===== src/rtl/regfile_multiport.sv =====
// Multi-port register file: combinational reads with optional same-cycle write bypass,
// hardwired zero register, and a clear engine that zeroes one register per cycle.
module regfile_multiport #(
  parameter int XLEN     = 32,
  parameter int NREGS    = 32,
  parameter int NRD      = 2,
  parameter int NWR      = 1,
  parameter int ZERO_REG = 1,
  parameter int BYPASS   = 0,
  localparam int AW      = $clog2(NREGS)
) (
  input  logic                clock,
  input  logic                reset_n,
  input  logic [NRD*AW-1:0]   raddr,
  output logic [NRD*XLEN-1:0] rdata,
  input  logic [NWR-1:0]      we,
  input  logic [NWR*AW-1:0]   waddr,
  input  logic [NWR*XLEN-1:0] wdata,
  input  logic                clear_req,
  output logic                busy,
  output logic                clear_done
);

  typedef enum logic [1:0] {ST_IDLE, ST_CLEAR, ST_DONE} state_t;

  localparam logic [AW:0] LAST_IDX = (AW+1)'(NREGS - 1);

  state_t          state_q, state_d;
  logic [AW:0]     idx_q, idx_d;
  logic [XLEN-1:0] regs_q [NREGS];
  logic [XLEN-1:0] regs_d [NREGS];
  logic [NWR-1:0]  wr_acc;

  // A write is accepted outside CLEAR, except to r0 when it is hardwired.
  always_comb begin
    wr_acc = '0;
    for (int j = 0; j < NWR; j++) begin
      wr_acc[j] = we[j] && (state_q != ST_CLEAR) &&
                  !((ZERO_REG != 0) && (waddr[j*AW +: AW] == '0));
    end
  end

  always_comb begin
    state_d = state_q;
    idx_d   = idx_q;
    case (state_q)
      ST_IDLE: begin
        if (clear_req) begin
          state_d = ST_CLEAR;
          idx_d   = '0;
        end
      end
      ST_CLEAR: begin
        if (idx_q == LAST_IDX) begin
          state_d = ST_DONE;
          idx_d   = '0;
        end else begin
          idx_d = idx_q + (AW+1)'(1);
        end
      end
      ST_DONE: begin
        state_d = clear_req ? ST_CLEAR : ST_IDLE;
        idx_d   = '0;
      end
      default: begin
        state_d = ST_IDLE;
        idx_d   = '0;
      end
    endcase
  end

  // Higher-numbered write ports are applied last so port 1 wins a collision.
  always_comb begin
    regs_d = regs_q;
    if (state_q == ST_CLEAR) begin
      regs_d[idx_q[AW-1:0]] = '0;
    end else begin
      for (int j = 0; j < NWR; j++) begin
        if (wr_acc[j]) regs_d[waddr[j*AW +: AW]] = wdata[j*XLEN +: XLEN];
      end
    end
  end

  always_ff @(posedge clock or negedge reset_n) begin
    if (!reset_n) begin
      state_q <= ST_IDLE;
      idx_q   <= '0;
      for (int k = 0; k < NREGS; k++) regs_q[k] <= '0;
    end else begin
      state_q <= state_d;
      idx_q   <= idx_d;
      for (int k = 0; k < NREGS; k++) regs_q[k] <= regs_d[k];
    end
  end

  // wr_acc already excludes CLEAR and hardwired r0, so forwarding inherits both rules.
  logic [AW-1:0]   rd_addr;
  logic [XLEN-1:0] rd_val;
  always_comb begin
    rdata   = '0;
    rd_addr = '0;
    rd_val  = '0;
    for (int i = 0; i < NRD; i++) begin
      rd_addr = raddr[i*AW +: AW];
      rd_val  = regs_q[rd_addr];
      if (BYPASS != 0) begin
        for (int j = 0; j < NWR; j++) begin
          if (wr_acc[j] && (waddr[j*AW +: AW] == rd_addr)) rd_val = wdata[j*XLEN +: XLEN];
        end
      end
      if ((ZERO_REG != 0) && (rd_addr == '0)) rd_val = '0;
      rdata[i*XLEN +: XLEN] = rd_val;
    end
  end

  assign busy       = (state_q == ST_CLEAR);
  assign clear_done = (state_q == ST_DONE);

endmodule


===== config.mk =====
export PLATFORM = sky130hd
export DESIGN_NAME = regfile_multiport
export DESIGN_NICKNAME = d
export VERILOG_FILES = /design/src/rtl/regfile_multiport.sv
export SDC_FILE = /design/constraint.sdc
export NUM_CORES = 2
export LEC_CHECK = 0
export ABC_CLOCK_PERIOD_IN_PS = 3400
export CORE_ASPECT_RATIO = 1.1
export CORE_MARGIN = 1
export CORE_UTILIZATION = 45
export DETAILED_ROUTE_END_ITERATION = 8
export GPL_TIMING_DRIVEN = 0
export PLACE_DENSITY = 0.72
export SYNTH_ARGS = -nofsm -noshare
export SYNTH_HDL_FRONTEND = slang
export SYNTH_SLANG_ARGS = --single-unit

===== constraint.sdc =====
create_clock -name clock -period 3.4 [get_ports clock]
set_clock_uncertainty 0.15 [all_clocks]
set_input_delay 0.51 -clock clock [delete_from_list [all_inputs] [get_ports clock]]
set_output_delay 0.51 -clock clock [all_outputs]
set_load 0.02 [all_outputs]

* After elaboration in Yosys (flattened, before gate mapping)
Cells that the tools add are included.
Operators by class: equality and inequality tests 6, reductions and logical operators 11, magnitude comparators 6, multiplexer cells 22, add/sub/neg operators 1, bitwise logic cells 6
Operators by type and width (number):
- $mux W1024 | 2
- $and A1024 B1024 Y1024 | 1
- $bwmux W1024 | 1
- $not A1024 Y1024 | 1
- $bmux W32 S5 | 2
- $demux W32 S5 | 2
- $mux W32 | 8
- $ge A6 B6 Y1 const B | 4
- $not A5 Y6 | 4
- $logic_not A5 Y1 | 3
- $lt A6 B1 Y1 const B | 2
- $mux W6 | 2
- $pmux W6 S2 | 1
- $add A6 B1 Y6 const B | 1
- $eq A6 B5 Y1 const B | 1
- $pmux W2 S3 | 1
- $logic_and A1 B1 Y1 | 4
- $mux W2 | 2
- $ne A2 B1 Y1 const B | 2
- $eq A2 B1 Y1 const B | 1
- $eq A2 B2 Y1 const B | 1
- $logic_not A2 Y1 | 1
- $ne A2 B2 Y1 const B | 1
- $reduce_and A2 Y1 | 1
- 3 further kinds | 3
Word-level totals: register bits 1032, input port bits 51, logic and storage cells 86, output and inout bits 66

* Longest topological paths before layout
depth in word-level cells 8, gate-level depth with buffers 8, gate-level depth less buffers 5

* Least setup slack after synthesis
Ideal clock, no wire load.
kind input to output, from input port raddr[2], to output port rdata[10], data arrival time 2.320 ns, setup slack 0.420 ns, stages 7, buffers on the path 5, required time 2.740 ns, cells stage by stage buf_4 -> buf_2 -> buf_4 -> buf_2 -> clkbuf_1 -> a211oi_1 -> a311oi_1
Between the ends: longest elaborated chain between the ends 5, elaborated cells between the ends (all ways) 6, classes of those cells mux (4); bitwise (1); reduce/logical (1)
RTL lines:
- start, declared | line 14 | input logic [NRD*AW-1:0] raddr,
- $not A5 Y6 (implied by the code) | line 105 | rd_val = regs_q[rd_addr];
- $bmux W32 S5 | line 105
- $mux W32 (implied by the code) (2 in series) | line 105
- $mux W32 * | line 111 | if ((ZERO_REG != 0) && (rd_addr == '0)) rd_val = '0;
- end, declared | line 15 | output logic [NRD*XLEN-1:0] rdata,
Mark *: on every way between the ends. The rest lies on a longest branch, timed or not. The select of a mux whose other input is x is not followed.

* Final worst setup path
from input port waddr[4], to register regs_q[846] (netlist bit)
Between the ends: longest elaborated chain between the ends 8, elaborated cells between the ends (all ways) 13, classes of those cells order compare (2); mux (5); bitwise (1); reduce/logical (5)
RTL lines:
- start, declared | line 17 | input logic [NWR*AW-1:0] waddr,
- $not A5 Y6 (implied by the code) | line 79 | if (wr_acc[j]) regs_d[waddr[j*AW +: AW]] = wdata[j*XLEN +: XLEN];
- $ge A6 B6 Y1 (implied by the code) / $lt A6 B1 Y1 (equally long branches) | line 79
- $logic_and A1 B1 Y1 (implied by the code) | line 79
- $mux W32 (implied by the code) | line 79
- $demux W32 S5 | line 79
- $bwmux W1024 | line 79
- $mux W1024 | line 79
- $mux W1024 | line 75 | if (state_q == ST_CLEAR) begin
- end, declared | line 30 | logic [XLEN-1:0] regs_q [NREGS];
Parallel ways exist; a longest one is shown, timed or not. The select of a mux whose other input is x is not followed. A chain may end at the register's enable or synchronous reset.

==> run summary <==
Status: finished, violations left
Failing checks: negative setup slack
Clock transition at path regs: 70 ps
Vias: 42200
PwrDens: 609 mW/mm²
Fill cells: 9565
DR WL/cell: 38.2 µm
Initial Util: 45.6%
Placer Congestion: 1.05
H-tree depth: 3
Antenna-violating nets left: 0
Critical Path RT: 3860 ps
Min cycle time layout: 3610 ps
Power Total: 38000 µW
Die area: 0.119 mm²
Leading area contributor after synthesis: dfrtp_1
Synth warn: 0
Post-route cell area: 0.0624 mm²
Sink Count: 1032
Syn Nets: 3858
Final Cycle Share: 106%
Cts bufs inserted: 104
First-pass GRT wire length: 308000 µm
Data arrival, critical path: 4070 ps
Vias per std cell: 7.46
Die height: 362 µm
CP top delay family: simple AND/OR/NAND/NOR gates
CTS tree: yes
Area contributors post-synth: dfrtp_1 (49%), mux4_2 (19%), a22o_1 (16%)
Initial antenna violation count: 13
Buffers on Ports: 108
Headroom to the max-slew limit: 14.0%
Layout cell share with drive strength beyond 1: 28.0%
Synth cell types: 42
Total wire length: 216000 µm
Clock Tree Root: clkbuf_16
Synth Register Bits: 1032
Dpl cell area: 0.0563 mm²
Die width: 329 µm
Final Hold Fails: 0
Std-Cell Rows: 131
Count leader, synth: dfrtp_1
Pre-Repair DR Iteration Count: 8
WS Path Type: in -> reg
Critical path peak fanout: 10
Cells along the critical path: clkdlybuf4s50_1 > nand4bb_1 > nor3_2 > a21oi_1 > clkbuf_1 > a22o_1
Mapped Area: 0.0531 mm²
Final worst slack: -205 ps
RSZ-0062 raised after global routing: yes
Setup crit end kind: flop
FMAX: 277 MHz
Area delta synth->final: 17.5%
Vias in the first global route: 42100
Async SR Flop Fraction: 100%
Largest net degree at the start of global routing: 174
Worst Tran Pin Value: 1290 ps
Top cells by count, synth: dfrtp_1 (1032), a22o_1 (993), mux4_2 (448), clkbuf_1 (367), mux2i_1 (128)
Finish-stage setup viols: 101
Drt initial violations: 6102
Final #Nets: 4089
Worst skew pair latency: 740 ps
Post-Place Setup Slack: -2560 ps
Global-route usage over all layers: 36.2%
DP HPWL: 157000 µm
I/O pin count: 117
VDD IR max: 0.496 mV
Post-synthesis sequential area ratio: 48.6%
Max-Cap Viols: 0
Mapped Cells: 3803
Synth Area per Inst: 14.0 µm²
Drc violations: 0
Grt ovf: 0
Crit start category: input port
Worst path bufs/invs: 2
Slew Limit Fails: 0
Hold crit path type: in -> async
Crit-path max cell delay: 1080 ps
EDFF count, synth: 0
Core area: 0.117 mm²
Leakage: 0.0268 µW
Clock tree buffer depth: 3
Top cell type's share of synthesized area: 48.6%
Critical-path top delay cell: nor3_2
Synth Flop Type: dfrtp_1
## flip-flops by register name, summed over array words and instances (netlist names)
signal	flops
state_q	2
regs_q	1024
idx_q	6
## worst register-to-register path: stages (launching register included)
cell      delay (ps)
dfrtp_1          400
nand2b_1         230
inv_2            200
buf_2            420
nor3_2           280
a21oi_1          860
clkbuf_1         640
a22o_1           240
## final cells by class
class / count / area, µm² / area share [%]
repair buffers: 129 / 1320 / 2.12
plain buffers: 495 / 2970 / 4.76
clock buffers: 135 / 2970 / 4.75
well taps: 1529 / 1910 / 3.07
flip-flops and latches: 1032 / 25800 / 41.4
clock inverters: 60 / 756 / 1.21
diodes: 2 / 5.00 / 0.00802
multi-input cells: 2261 / 26600 / 42.6
inverters: 11 / 41.3 / 0.0662
## timing repair
action	4_1_cts	5_1_grt
endpoints found under the hold margin	139	0
hold buffers	1	0
buffers inserted	6	6
pin swaps	46	36
setup endpoints to repair	136	496
gates resized for setup	668	119
gates cloned	0	1
## routing by layer
metal  GRT usage, %  up-vias  routed length [µm]
met4           22.7       20               15900
met3           15.4      801               30100
met1           45.2    22000               77300
li1               -    16000                   -
met5              0        -                 143
met2           51.5     3335               92600
## power breakdown
group	internal, µW	switching, µW	total, µW
clock	7330	5440	12800
combinational	4150	4770	8920
sequential	14400	1910	16300
## per-stage QoR
stage | hold WS [ps] | setup TNS (ps) | cells | utilization, %
CTS | 323 | -245 | 5644 | 53.3
global placement | 336 | - | 5440 | 48.1
global route | 365 | -4340 | 5652 | 53.5
detailed placement | 342 | -450900 | 5446 | 48.3
finish | 307 | -10080 | 5654 | 53.5
floorplan | 64.4 | 0 | 3803 | -
## placed cells by master (no fill, tap or decap), types with 23 or more instances in the layout
cell type        count
dfrtp_1           1032
a22o_1             993
mux4_2             448
clkbuf_1           309
mux2i_1            128
clkbuf_16          110
o21ai_0             77
nor2b_1             67
buf_4               66
mux2_2              65
buf_6               49
a221oi_1            46
clkdlybuf4s50_1     41
nand2_1             40
and2_1              35
a21oi_1             35
a22oi_1             34
o21ai_1             33
a211oi_4            31
a22oi_2             30
a211oi_2            30
clkbuf_2            29
buf_2               26
clkbuf_4            26
a311oi_4            25
a311oi_2            24
clkbuf_8            23
dlygate4sd2_1       23
## path summary, 6_finish.rpt
| kind | start | endpoint | slack [ps] | depth (start not counted) |
|---|---|---|---|---|
| max in group asynchronous | reset_n | regs_q[677] | 590 | 5 |
| worst min register to register | regs_q[1016] | regs_q[1016] | 360 | 1 |
| worst min-delay path | reset_n | regs_q[91] | 310 | 2 |
| worst max register to register | state_q[1] | regs_q[846] | -90 | 7 |
| min in group clock | clear_req | state_q[0] | 340 | 2 |
| worst max-delay path | waddr[4] | regs_q[846] | -210 | 6 |
## logic make-up after synthesis
family / count (synthesis) / share of synthesized area [%]
multiplexers: 641 / 22.8
flip-flops: 1032 / 48.6
adder cells (fa/ha/maj): 4 / 0.0943
AO/OA/AOI/OAI: 1400 / 21.7
buffers and inverters: 510 / 3.97
AND/OR/NAND/NOR: 216 / 2.74
Note: power is estimated with default switching activity, not from simulation.
